<file path="config.mk">
export PLATFORM = sky130hd
export DESIGN_NAME = alu_seq_flat
export DESIGN_NICKNAME = d
export VERILOG_FILES = /design/src/rtl/alu_seq_if.sv /design/src/rtl/alu_seq.sv /design/src/flat_wrapper.sv
export SDC_FILE = /design/constraint.sdc
export NUM_CORES = 1
export LEC_CHECK = 0
export ABC_AREA = 1
export BUFFER_PORTS_ARGS = -buffer_cell sky130_fd_sc_hd__buf_2
export CAP_MARGIN = 20
export CORE_MARGIN = 2
export CORE_UTILIZATION = 46
export CTS_CLUSTER_DIAMETER = 120
export DETAILED_ROUTE_END_ITERATION = 10
export GPL_TIMING_DRIVEN = 0
export PLACE_DENSITY = 0.66
export SLEW_MARGIN = 20
export SYNTH_ARGS = -nofsm -noshare
export SYNTH_HDL_FRONTEND = slang
export SYNTH_SLANG_ARGS = --single-unit
</file>
<file path="constraint.sdc">
create_clock -name clk -period 2.78 [get_ports clk]
set_input_delay 0.278 -clock clk [delete_from_list [all_inputs] [get_ports clk]]
set_output_delay 0.278 -clock clk [all_outputs]
set_load 0.1 [all_outputs]
</file>
<file path="src/rtl/alu_seq_if.sv">
// Handshaked operand/result bundle for alu_seq: valid/ready request in, valid/ready result out.
interface alu_seq_if #(parameter int WIDTH = 8) ();
    logic             in_valid;
    logic             in_ready;
    logic [WIDTH-1:0] in1;
    logic [WIDTH-1:0] in2;
    logic [2:0]       alu_op;
    logic             out_valid;
    logic             out_ready;
    logic [WIDTH-1:0] alu_out;
    logic             carry;
    logic             overflow;
    logic             zero;
    logic             odd_parity;
    logic             busy;

    modport master (
        output in_valid, in1, in2, alu_op, out_ready,
        input  in_ready, out_valid, alu_out, carry, overflow, zero, odd_parity, busy
    );

    modport slave (
        input  in_valid, in1, in2, alu_op, out_ready,
        output in_ready, out_valid, alu_out, carry, overflow, zero, odd_parity, busy
    );
endinterface

</file>
<file path="src/rtl/alu_seq.sv">
// Handshaked ALU: single-cycle logic/arith ops plus an iterative shift-add multiply,
// with a depth-1 registered result slot carrying carry/overflow/zero/parity flags.
module alu_seq #(
    parameter int WIDTH = 8
) (
    input  logic   clk,
    input  logic   rst_n,
    alu_seq_if.slave bus
);
    localparam int CW = (WIDTH > 2) ? $clog2(WIDTH) : 1;
    localparam logic [2:0] OP_NOP = 3'b000, OP_ADD = 3'b001, OP_SUB = 3'b010, OP_AND = 3'b011,
                           OP_OR  = 3'b100, OP_NOT = 3'b101, OP_XOR = 3'b110, OP_MUL = 3'b111;

    typedef enum logic {S_IDLE, S_MUL} state_t;
    state_t state, state_nxt;

    logic [WIDTH-1:0]   res_q, res_d;
    logic               c_q, v_q, z_q, p_q, c_d, v_d, z_d, p_d;
    logic               ov_q;
    logic [2*WIDTH-1:0] acc, mcand, acc_step;
    logic [WIDTH-1:0]   mplier;
    logic [CW-1:0]      cnt;
    logic [WIDTH:0]     sum;
    logic               in_ready, in_fire, out_fire, mul_start, mul_last, load, fresh;

    assign in_ready  = (state == S_IDLE) && (!ov_q || bus.out_ready);
    assign in_fire   = bus.in_valid && in_ready;
    assign out_fire  = ov_q && bus.out_ready;
    assign mul_start = in_fire && (bus.alu_op == OP_MUL);
    assign mul_last  = (state == S_MUL) && (cnt == CW'(WIDTH - 1));
    assign acc_step  = acc + (mplier[0] ? mcand : '0);

    always_ff @(posedge clk or negedge rst_n) begin
        if (!rst_n) state <= S_IDLE;
        else        state <= state_nxt;
    end

    always_comb begin
        state_nxt = state;
        case (state)
            S_IDLE:  if (mul_start) state_nxt = S_MUL;
            S_MUL:   if (mul_last)  state_nxt = S_IDLE;
            default: state_nxt = S_IDLE;
        endcase
    end

    // NOP still loads the slot (a response is owed) but leaves value and flags untouched.
    always_comb begin
        res_d = res_q;
        c_d   = c_q;
        v_d   = v_q;
        z_d   = z_q;
        p_d   = p_q;
        sum   = '0;
        load  = 1'b0;
        fresh = 1'b0;
        if (mul_last) begin
            load  = 1'b1;
            fresh = 1'b1;
            res_d = acc_step[WIDTH-1:0];
            c_d   = |acc_step[2*WIDTH-1:WIDTH];
            v_d   = |acc_step[2*WIDTH-1:WIDTH];
        end else if (in_fire && bus.alu_op != OP_MUL) begin
            load  = 1'b1;
            fresh = (bus.alu_op != OP_NOP);
            case (bus.alu_op)
                OP_ADD: begin
                    sum   = {1'b0, bus.in1} + {1'b0, bus.in2};
                    res_d = sum[WIDTH-1:0];
                    c_d   = sum[WIDTH];
                    v_d   = (bus.in1[WIDTH-1] == bus.in2[WIDTH-1]) && (sum[WIDTH-1] != bus.in1[WIDTH-1]);
                end
                OP_SUB: begin
                    res_d = bus.in1 - bus.in2;
                    c_d   = bus.in1 < bus.in2;
                    v_d   = (bus.in1[WIDTH-1] != bus.in2[WIDTH-1]) && (res_d[WIDTH-1] != bus.in1[WIDTH-1]);
                end
                OP_AND:  begin res_d = bus.in1 & bus.in2; c_d = 1'b0; v_d = 1'b0; end
                OP_OR:   begin res_d = bus.in1 | bus.in2; c_d = 1'b0; v_d = 1'b0; end
                OP_NOT:  begin res_d = ~bus.in1;          c_d = 1'b0; v_d = 1'b0; end
                OP_XOR:  begin res_d = bus.in1 ^ bus.in2; c_d = 1'b0; v_d = 1'b0; end
                default: ;
            endcase
        end
        if (fresh) begin
            z_d = ~|res_d;
            p_d = ^res_d;
        end
    end

    always_ff @(posedge clk or negedge rst_n) begin
        if (!rst_n) begin
            ov_q   <= 1'b0;
            res_q  <= '0;
            c_q    <= 1'b0;
            v_q    <= 1'b0;
            z_q    <= 1'b0;
            p_q    <= 1'b0;
            acc    <= '0;
            mcand  <= '0;
            mplier <= '0;
            cnt    <= '0;
        end else begin
            if (load)          ov_q <= 1'b1;
            else if (out_fire) ov_q <= 1'b0;
            if (load) begin
                res_q <= res_d;
                c_q   <= c_d;
                v_q   <= v_d;
                z_q   <= z_d;
                p_q   <= p_d;
            end
            if (mul_start) begin
                mcand  <= {{WIDTH{1'b0}}, bus.in1};
                mplier <= bus.in2;
                acc    <= '0;
                cnt    <= '0;
            end else if (state == S_MUL) begin
                acc    <= acc_step;
                mcand  <= mcand << 1;
                mplier <= mplier >> 1;
                cnt    <= cnt + 1'b1;
            end
        end
    end

    assign bus.in_ready   = in_ready;
    assign bus.out_valid  = ov_q;
    assign bus.alu_out    = res_q;
    assign bus.carry      = c_q;
    assign bus.overflow   = v_q;
    assign bus.zero       = z_q;
    assign bus.odd_parity = p_q;
    assign bus.busy       = (state == S_MUL);
endmodule

</file>
<file path="src/flat_wrapper.sv">
// flat-port wrapper written by rule: the top's interface ports become plain ports
module alu_seq_flat 
#(
    parameter int WIDTH = 8
)
  (clk, rst_n, bus_in_valid, bus_in1, bus_in2, bus_alu_op, bus_out_ready, bus_in_ready, bus_out_valid, bus_alu_out, bus_carry, bus_overflow, bus_zero, bus_odd_parity, bus_busy);
  alu_seq_if #(.WIDTH(WIDTH)) bus_i ();
  input  logic clk;
  input  logic rst_n;
  input wire logic [$bits(bus_i.in_valid)-1:0] bus_in_valid;
  input wire logic [$bits(bus_i.in1)-1:0] bus_in1;
  input wire logic [$bits(bus_i.in2)-1:0] bus_in2;
  input wire logic [$bits(bus_i.alu_op)-1:0] bus_alu_op;
  input wire logic [$bits(bus_i.out_ready)-1:0] bus_out_ready;
  output wire logic [$bits(bus_i.in_ready)-1:0] bus_in_ready;
  output wire logic [$bits(bus_i.out_valid)-1:0] bus_out_valid;
  output wire logic [$bits(bus_i.alu_out)-1:0] bus_alu_out;
  output wire logic [$bits(bus_i.carry)-1:0] bus_carry;
  output wire logic [$bits(bus_i.overflow)-1:0] bus_overflow;
  output wire logic [$bits(bus_i.zero)-1:0] bus_zero;
  output wire logic [$bits(bus_i.odd_parity)-1:0] bus_odd_parity;
  output wire logic [$bits(bus_i.busy)-1:0] bus_busy;
  assign bus_i.in_valid = bus_in_valid;
  assign bus_i.in1 = bus_in1;
  assign bus_i.in2 = bus_in2;
  assign bus_i.alu_op = bus_alu_op;
  assign bus_i.out_ready = bus_out_ready;
  assign bus_in_ready = bus_i.in_ready;
  assign bus_out_valid = bus_i.out_valid;
  assign bus_alu_out = bus_i.alu_out;
  assign bus_carry = bus_i.carry;
  assign bus_overflow = bus_i.overflow;
  assign bus_zero = bus_i.zero;
  assign bus_odd_parity = bus_i.odd_parity;
  assign bus_busy = bus_i.busy;
  alu_seq #(.WIDTH(WIDTH)) u_core (.clk(clk), .rst_n(rst_n), .bus(bus_i));
endmodule
</file>
# Word-level counts from Yosys, hierarchy flattened
# Index checks and enable logic that the tools add are counted.
[totals]
romBits = 0
ff_bits = 57
latch_bits = 0
in_bits = 23
wordCells = 83
ram_bits = 0
out_inout_bits = 15
memories = 0
[classes]
multipliers = 0
reduce_logical = 22
add_sub_neg = 4
bitwise = 5
div = 0
eq_ne = 13
n_shift = 0
n_lt_le_gt_ge = 1
muxes = 27
[ops]
columns = ["op", "n"]
rows = [
  ["16-bit two-way mux", 5],
  ["8-bit case mux with 6 select lines", 1],
  ["8-bit two-way mux", 4],
  ["16-bit adder", 1],
  ["8-bit OR reduction", 2],
  ["3-bit == test (second input constant)", 5],
  ["1-bit two-way mux", 12],
  ["8-bit by 8-bit adder with 9-bit output", 1],
  ["8-bit bitwise AND", 1],
  ["1-bit logical AND", 8],
  ["8-bit < comparator", 1],
  ["8-bit NOT", 1],
  ["8-bit OR", 1],
  ["8-bit parity", 1],
  ["8-bit subtractor", 1],
  ["8-bit XOR", 1],
  ["3-bit by 2-bit == test with 1-bit output (second input constant)", 2],
  ["3-bit two-way mux", 2],
  ["1-bit case mux with 3 select lines", 2],
  ["2-bit nonzero test", 3],
  ["4-bit nonzero test", 1],
  ["4-bit OR reduction", 1],
  ["3-bit by 1-bit adder with 3-bit output (second input constant)", 1],
  ["3-bit by 1-bit == test with 1-bit output (second input constant)", 1],
  ["other kinds (10)", 13],
]

# Depth between registers and ports, before layout
# Gate-level depths: netlist of the first run.
[logic_depth]
word_depth = 9
depth_mapped = 18
depth_no_buf = 17

# Worst setup path after synthesis of the first run
# No wires, ideal clock.
[synth_timing]
path_kind = "flip-flop to flip-flop"
startpoint = "register u_core.state, in the netlist u_core.bus.busy"
endpoint = "register u_core.p_q, in the netlist u_core.bus.odd_parity"
path_buffers = 1
arrival_ns = 3.139
period_less_slack_ns = 3.268
required_ns = 2.651
path_stages_with_launch = 14
setup_time_ns = 0.129
slack_ns = -0.488
cell_sequence = "dfrtp_1 buf_6 nor2_4 nand3_2 a21oi_4 nor2_4 clkinv_2 o21ai_0 nor2_1 inv_1 ha_1 xnor2_1 xnor2_1 o21ai_0"
[synth_via]
elab_chain_len = 7
elab_cells_between_ends = 13
classes_between = "6 x mux; 1 x bitwise; 6 x reduce/logical"
[synth_rtl]
columns = ["item", "line", "rtl"]
rows = [
  ["from (decl)", "alu_seq.sv:15", "state_t state, state_nxt;"],
  ["from (signal assigned)", "alu_seq.sv:35", "else state <= state_nxt;"],
  ["1-bit NOT (*)", "alu_seq.sv:26", "assign in_ready = (state == S_IDLE) && (!ov_q || bus.out_ready);"],
  ["1-bit logical AND (*)", "alu_seq.sv:26", ""],
  ["net bus_in_ready", "flat_wrapper.sv:15", "output wire logic [$bits(bus_i.in_ready)-1:0] bus_in_ready;"],
  ["1-bit logical AND (*)", "alu_seq.sv:27", "assign in_fire = bus.in_valid && in_ready;"],
  ["1-bit logical AND (*)", "alu_seq.sv:63", "end else if (in_fire && bus.alu_op != OP_MUL) begin"],
  ["8-bit two-way mux or 1-bit two-way mux (tied branches)", "alu_seq.sv:63", ""],
  ["8-bit two-way mux or 1-bit two-way mux (tied branches)", "alu_seq.sv:57", "if (mul_last) begin"],
  ["8-bit parity or 2-bit AND reduction (tied branches)", "-", ""],
  ["to (signal assigned)", "alu_seq.sv:111", "p_q <= p_d;"],
  ["to (decl)", "alu_seq.sv:18", "logic c_q, v_q, z_q, p_q, c_d, v_d, z_d, p_d;"],
]
# Mark *: on every way through the listed nets, which the timed path passes. The rest lies on a longest branch.
# A chain may end at the register's enable or synchronous reset.

# Final worst setup path of the first run
[layout_timing]
startpoint = "input bus_in1[0]"
endpoint = "register u_core.p_q, in the netlist u_core.bus.odd_parity"
[layout_via]
elab_chain_len = 5
elab_cells_between_ends = 10
classes_between = "2 x add/sub; 3 x mux; 4 x bitwise; 1 x reduce/logical"
[layout_rtl]
columns = ["item", "line", "rtl"]
rows = [
  ["from (decl)", "flat_wrapper.sv:11", "input wire logic [$bits(bus_i.in1)-1:0] bus_in1;"],
  ["8-bit subtractor, or another cell as far along", "alu_seq.sv:74", "res_d = bus.in1 - bus.in2;"],
  ["8-bit case mux with 6 select lines (*)", "alu_seq.sv:66", "case (bus.alu_op)"],
  ["8-bit two-way mux (*)", "alu_seq.sv:63", ""],
  ["8-bit two-way mux (*)", "alu_seq.sv:57", ""],
  ["8-bit parity (*)", "alu_seq.sv:87", "p_d = ^res_d;"],
]
# Mark *: on every way between the ends. The rest lies on a longest branch, timed or not.

==> impl_summary.md, run 1 <==
Outcome
The run finished, with violations left. The checks that failed: hold timing.

CTS
The tree built by TritonCTS fans out to 57 sinks. The cell sitting at the root of the clock tree is a clkbuf_8. The clock slew at the register clock pins of the worst setup and hold paths is 80 ps. The clock latency at the later pin of the worst-skew pair is 360 ps.

The number of buffers inserted for hold repair after clock tree synthesis is 0. TritonCTS built the clock tree. The clock passes through at most 2 buffers. The H-tree depth is 3. The number of clock buffers inserted by TritonCTS is 9.

Power and ir drop
In this run the power density over the cells is around 940 mW/mm2. Of the total power, combinational logic draws 0.582. The share of power burned in registers is 0.253. The internal power is 2666 uW. The analysis attributes to net switching a power of 2674 uW. The maximum vdd ir drop is 0.0007357 V. The relative contribution of the clock network to total power is 0.165. The switching share of total power is 0.5008. The leakage power is 0.003029 uW.

Layout
The number of nets in the finished design is 803. At the end of the flow the core is filled with cells to 0.5765. The diode insertion count for antenna repair is 0. The area growth from synthesis to final layout is 20.64%. The post-route cell area is 0.005660 mm2. The library cells used most frequently in the layout, excluding fill and tap cells, are nand2_1 (159), inv_1 (120), nand3_1 (62). Of the cells placed in the final design, the portion with a size suffix greater than 1 is 0.1859. The non-filler instance count after layout is 870.

Leaving out fill and tap cells, the most frequent cell in the layout is nand2_1.

Synthesis
The share of the synthesized area in the top cell type is 0.3040. The post-synthesis sequential area ratio is 0.3040. The synthesized net count is 741. The number of warnings printed during yosys synthesis is 0.

The synthesized flop and latch total is 57. The post-synthesis instance area is roughly 0.0047 mm2. Each instance of the synthesized netlist takes up on average 7.003 um2. In this run, distinct cell masters in the synthesized netlist total 42. In the synthesized netlist the dominant register cell turns out to be dfrtp_1. In the synthesized netlist, the number of instances is 670. After synthesis, the cell types taking the most area are dfrtp_1 (30%), nand2_1 (13%), ha_1 (12%).

The number of enable flip-flop cells after synthesis is 0. The dominant cell type by area after synthesis is dfrtp_1. For this run, asynchronously set or reset flops after synthesis account for 1.000.

Timing
The pin slew with the least headroom to its limit is 756.6 ps. Derived from the worst setup path, the maximum achievable clock frequency is 0.3674 GHz. Setup repair after global routing could not meet its margin everywhere.

The clock period could shrink to about 2700 ps. Dividing the final minimum period by the clock period gives 0.9790. Setup violations remaining at the end of the flow were counted as 0.

Clock skew on the completed layout was measured at ~15 ps. The worst slew slack as a fraction of its limit is 0.4956. The final-report max-slew violation count came to 0. The hold violation count in the final report was 11. The worst hold slack across all endpoints is -7.723 ps.

Summed over all failing endpoints, the final setup total negative slack is 0 ps.

Global route
The via count of the first global-routing pass is about 4,400. The number of antenna violations at the first check in global routing was 0. The total overflow left after global routing is 0.

The wire length of the first global-routing pass is ~22 mm. The global-route total usage across every layer is 0.2541. Entering global routing, the biggest net connects 58 pins.

Placed design
The wire-length estimate of the detail-placed layout is ~10 mm. During placement, the flow inserted port buffers numbering 37. The total placed instance area is 0.005051 mm2. Routability-driven placement finished with a final weighted congestion of roughly 0.9. The placed cell count is 840.

Detailed routing
The pre-antenna-repair detailed-routing pass consisted of 5 iterations. The first routing iteration left 389 violations. The ratio of routed vias to standard cells is roughly 5.4.

After detailed routing, the average wire length per cell comes to about 16 um. The routed layout has 4,741 vias. The detailed-route wire length is 13.97 mm. The DRC violation count after routing is 0.

The number of routed nets with antenna violations is 0.

Floorplanning
The core region area is 0.009819 mm2. From bottom edge to top edge, the die measures 105.0 um. The floorplan has 36 rows. The width of the die is 105.0 um. The die outline area is 0.01102 mm2.

The count of pins on the block boundary is 38. The initial core utilization is 0.4778.

Setup path
Of all nets on the critical path, the largest fanout is 4. The reg2reg setup slack is 90 ps. The data required time of the worst path is 3010 ps. STA classifies the critical path startpoint as an input pin.

The worst setup path is of the input pin to register kind. Data on the critical path arrives at its endpoint at 2950 ps. The endpoint kind of the worst setup timing path is a register.

Hold path
The worst min-delay path class is input pin to async pin.

Flow run
Across the run, the number of max-cap violations was 0.
## flip-flops by register name, indices dropped and copies added, names as in the netlist, 3 cells and up
name	cells
u_core.mcand	16
u_core.acc	16
u_core.mplier	8
u_core.cnt	3
u_core.bus.alu_out	8
## logic make-up after synthesis
| kind of cell | count (synthesis) | share of synthesized area |
|---|---|---|
| adder cells (fa/ha/maj) | 48 | 0.1328 |
| AND/OR/NAND/NOR | 294 | 0.2717 |
| XOR/XNOR | 10 | 0.01867 |
| buffers and inverters | 144 | 0.1181 |
| flip-flops | 57 | 0.3040 |
| AO/OA/AOI/OAI | 117 | 0.1547 |
## worst max-delay path, cell delays in order
cell      delay [ps]
buf_2            100
inv_1             80
ha_2             210
fa_2             360
nor2_2           120
o21ai_0          110
nand2_1          200
a221oi_1         110
o21ai_0          530
a21oi_2          160
ha_4             280
xnor2_2          170
xnor2_1          130
o21ai_0          100
## synth_stat cells, types with 2 or more instances
| master | number |
|---|---|
| a21oi_1 | 25 |
| a221oi_1 | 3 |
| a22oi_1 | 5 |
| a31o_2 | 2 |
| a31oi_1 | 2 |
| and2_1 | 2 |
| buf_2 | 4 |
| clkbuf_1 | 12 |
| dfrtp_1 | 57 |
| fa_1 | 3 |
| ha_1 | 45 |
| inv_1 | 123 |
| inv_2 | 3 |
| nand2_1 | 166 |
| nand2_2 | 2 |
| nand3_1 | 65 |
| nand3b_1 | 5 |
| nand4_1 | 9 |
| nor2_1 | 35 |
| nor2_4 | 2 |
| nor3_1 | 3 |
| o211ai_1 | 4 |
| o21ai_0 | 39 |
| o21ai_1 | 2 |
| o21bai_1 | 2 |
| o221ai_1 | 7 |
| o22ai_1 | 18 |
| o31ai_1 | 2 |
| or2_2 | 2 |
| xnor2_1 | 8 |
| xor2_1 | 2 |
## path summary, 6_finish.rpt
| path | startpoint | endpoint | cells after the start |
|---|---|---|---|
| setup / recovery | bus_in1[0] | u_core.bus.odd_parity$_DFFE_PN0P_ | 14 |
| hold / removal | rst_n | u_core.mcand[15]$_DFFE_PN0P_ | 1 |
| max in group asynchronous | rst_n | u_core.bus.busy$_DFF_PN0_ | 1 |
| setup reg to reg | u_core.mplier[0]$_DFFE_PN0P_ | u_core.bus.odd_parity$_DFFE_PN0P_ | 17 |
| hold reg to reg | u_core.bus.odd_parity$_DFFE_PN0P_ | u_core.bus.odd_parity$_DFFE_PN0P_ | 2 |
| min in group clk | bus_in1[3] | u_core.mcand[3]$_DFFE_PN0P_ | 3 |
## routing by layer
layer / track usage / up-vias / wire (um)
met3: 0.04304 / 31 / 801
met4: 0.09524 / 0 / 342
li1: - / 2309 / -
met5: 0 / - / 0
met1: 0.3510 / 2225 / 6415
met2: 0.3984 / 176 / 6409
## power by group through the flow
stage	sequential, uW	clock [uW]	combinational, uW
3_5_place_dp	1340	0	2670
3_3_place_gp	1320	0	2640
2_1_floorplan	1990	0	1420
4_1_cts	1340	892	2860
5_1_grt	1380	950	3330
6_report	1350	884	3110
## cell type report
class	instances	area, um2
inverter	127	478.0
multi-input combinational	469	2969
buffer	16	82.58
clock inverter	6	91.34
timing repair buffer	52	312.8
sequential	57	1433
tap	133	166.4
clock buffer	10	127.6
fill	944	4159
## through the flow
step | power, uW | hold slack (ps) | setup slack, ps
after floorplan | 3412 | -17.59 | -232.8
after global placement | 3961 | 462.4 | -531.1
after detailed placement | 4008 | 395.3 | -548.4
after CTS | 5093 | 14.39 | 2.111
after global routing | 5665 | 40.80 | -32.28
final | 5340 | -7.723 | 58.29
## repair_timing
action,4_1_cts,5_1_grt
endpoints found under the hold margin,0,0
gates cloned,0,0
pin swaps,4,11
endpoints found under the setup margin,3,1
setup buffers,9,6
resized for setup,22,34
No activity file was read; power rests on OpenSTA's default activity.
==> run 2: changes to the inputs <==
Settings changed: GPL_TIMING_DRIVEN 0 to not set.
==> run 2 against run 1 <==
The run still ends with hold timing left. Largest cell class unchanged. Critical path type is now register to register. Critical path depth is 2 lower. Sequential power is essentially flat. Hold slack got worse by 0.72 ps. Clock skew shrank 6.4 ps. Sequential cell count stayed put. First-iteration DRC count shrank 3.9%. Die area unchanged. Non-clock buffer count up 7.
==> impl_summary.md, run 2 (same netlist as run 1, synthesis figures left out) <==
Outcome
The flow ran to the end, but the final reports show violations. The final reports fail on hold timing.

Global route
The number of antenna violations at the first check in global routing was 0 (unchanged). The via count of the first global-routing pass is 4,401 (-0.88%). The remaining global-route overflow is 0 (unchanged).

The global-route total usage across every layer is 0.2444 (-0.009674). The wire length of the first global-routing pass is 21.47 mm (-2.8%). The maximum number of pins on one net before global-route repair is 34 (-41%).

Floorplanning
The height of the die is 105.0 um (unchanged). The initial core utilization is 0.4778 (unchanged). The floorplan row count is 36 (unchanged).

The width of the die was 105.0 um (unchanged). The count of pins on the block boundary was 38 (unchanged). The die outline area was 0.01102 mm2 (unchanged). The core region area is 0.009819 mm2 (unchanged).

Setup path
The startpoint kind of the worst setup timing path is a register. The maximum net fanout on the critical path is 7 (+3). The critical path is of the register to register type. STA classifies the critical path endpoint as a register. The data required time of the worst path is 3010 ps (about the same). The start of the worst register-to-register path is u_core.mplier[0]$_DFFE_PN0P_. In this run the worst setup path begins at u_core.mplier[0]$_DFFE_PN0P_. The arrival time reported for the critical path endpoint is 2900 ps (-50 ps).

Timing
The pin slew with the least headroom to its limit was 740.9 ps (-15.75 ps). The worst hold slack across all endpoints is -8.445 ps (-0.7224 ps). The clock tree skew after final layout was 9.041 ps (-6.429 ps). The hold violation count in the final report was 4 (-7).

The minimum clock period after layout was 2673 ps (-49.07 ps). The final-report max-slew violation count is 0 (unchanged). The post-route clock period utilization came to 0.9614 (-0.01765). The top achievable clock speed is 0.3742 GHz (+1.8%). The number of setup violations in the final report is 0 (unchanged). The worst slew slack as a fraction of its limit came to 0.5061 (+0.01050).

Power and ir drop
The combinational group share of total power is 0.571 (-0.011). The maximum vdd ir drop is 0.0007441 V (+1.1%). The switching share of total power is 0.5057 (+0.004932).

The share of power burned in registers came to 0.274 (+0.021). The power density over the cells is 894.8 mW/mm2 (-5.2%). The power dissipated by switching net loads was 2536 uW (-5.2%). The leakage power was 0.003073 uW (+1.4%). The internal power is 2479 uW (-7.0%). The overall power of the completed layout came to 5014 uW (-6.1%). The relative contribution of the clock network to total power is 0.155 (-0.010).

CTS
The H-tree depth is 3 (unchanged). The maximum number of buffers from clock root to sink is 2 (unchanged). The number of clock buffers inserted by TritonCTS was 9 (unchanged). The clock slew at the register clock pins of the worst setup and hold paths is 70 ps (about the same).

The cell sitting at the root of the clock tree is a clkbuf_8. The number of sinks driven by the clock tree came to 57 (unchanged). The CTS tree is done.

The clock latency at the later pin of the worst-skew pair is 350 ps (about the same).

Layout
The layout cell share with drive strength beyond 1 is 0.1788 (-0.007125). The number of nets in the finished design is 810 (+0.87%). The largest registers in the layout are u_core.acc (16), u_core.mcand (16). The post-route cell area is 0.005604 mm2 (-0.99%). Leaving out fill and tap cells, the most frequent cell in the layout is nand2_1.

The diode insertion count for antenna repair was 0 (unchanged). In the layout the commonest cells are nand2_1 (162), inv_1 (123), nand3_1 (62). The area growth from synthesis to final layout is 19.44%. The count of filler cells inserted in the layout is 943 (-0.11%).

Detailed routing
The number of vias after detailed routing is 4,631 (-2.3%). The DRC violation total after the first TritonRoute iteration is 374 (-3.9%). The DRC violation count after routing is 0 (unchanged). The number of routed nets with antenna violations is 0 (unchanged). The ratio of routed vias to standard cells is 5.281 (-3.1%). The routed wirelength normalized by instance count was 14.79 um (-7.9%). The detailed-route wire length is 12.97 mm (-7.2%).

The first-pass detailed-route iteration total is 5 (unchanged).

Placed design
The count of buffers inserted at the top-level ports is 37 (unchanged). The total placed instance area is 0.005248 mm2 (+3.9%). The total half-perimeter wirelength after legalization and detailed placement was 10.05 mm (-0.85%). The weighted congestion at the end of routability-driven global placement is 0.9649 (+6.1%).

Hold path
The tightest min-delay check is of the input pin to async pin type.

Flow run
The number of max-cap violations was 0 (unchanged).
[run 2: cell count changes in the layout (fill, tap and decap cells not counted), sizes merged]
cell / before / now
buf: 57 / 75
bufinv: 2 / 1
clkbuf: 21 / 11
clkinv: 1 / 3
clkinvlp: 3 / 2
inv: 127 / 126
[run 2: power groups by stage]
stage / sequential [uW] / combinational [uW] / clock (uW)
2_1_floorplan: 1990 / 1420 / 0
3_3_place_gp: 1360 / 2630 / 0
3_5_place_dp: 1370 / 2680 / 0
4_1_cts: 1360 / 2680 / 796
5_1_grt: 1410 / 3130 / 834
6_report: 1370 / 2860 / 777
[run 2: layout make-up]
type                       instances  area [um2]  share of cell area
tap                              133       166.4             0.02969
timing repair buffer              75       483.0             0.08618
inverter                         127       478.0             0.08529
sequential                        57        1433              0.2556
clock inverter                     5       55.05            0.009824
multi-input combinational        469        2848              0.5081
clock buffer                      11       141.4             0.02523
[run 2: path summary, 6_finish.rpt]
check	to	slack [ps]	cells after the start
worst min register to register	u_core.cnt[0]$_DFFE_PN0P_	480	1
max in group asynchronous	u_core.acc[7]$_DFFE_PN0P_	2180	2
min in group clk	u_core.bus.out_valid$_DFFE_PN0P_	240	3
worst max-delay path	u_core.bus.odd_parity$_DFFE_PN0P_	110	12
worst max register to register	u_core.bus.odd_parity$_DFFE_PN0P_	110	12
worst min-delay path	u_core.mcand[3]$_DFFE_PN0P_	-8	1
[run 2: repair_timing]
item                                    4_1_cts  5_1_grt
endpoints found under the setup margin        1        1
hold buffers                                  0        0
resized for setup                             1       24
buffers inserted                              0        3
pin swaps                                     0        4
hold endpoints to repair                      0        0
[run 2: metal layers]
| layer | vias to the layer above | routed length [um] | GRT usage |
|---|---|---|---|
| met1 | 2151 | 6234 | 0.3476 |
| met5 | - | 0 | 0 |
| met4 | 0 | 272 | 0.09238 |
| met3 | 22 | 694 | 0.03930 |
| li1 | 2320 | - | - |
| met2 | 138 | 5768 | 0.3724 |
[run 2: through the flow]
step | setup slack (ps) | hold WS [ps] | std cells | setup TNS, ps | utilization
after CTS | 4.734 | 3.448 | 874 | 0 | 0.5545
after global routing | -67.32 | 29.14 | 877 | -67.32 | 0.5707
after global placement | -40.83 | 366.7 | 858 | -40.83 | 0.5344
after floorplan | -232.8 | -17.59 | 670 | -232.8 | -
final | 107.4 | -8.445 | 877 | 0 | 0.5707
after detailed placement | -151.8 | 378.7 | 858 | -151.8 | 0.5344
[run 2: worst max-delay path, cell delays in order, from the launching register on]
cell	delay, ps
dfrtp_2	450
nand2_1	70
inv_1	50
ha_2	180
fa_2	410
xor2_2	180
nor2_1	60
a31oi_1	240
o21ai_1	140
ha_1	350
xnor2_2	200
xnor2_1	150
o21ai_1	90
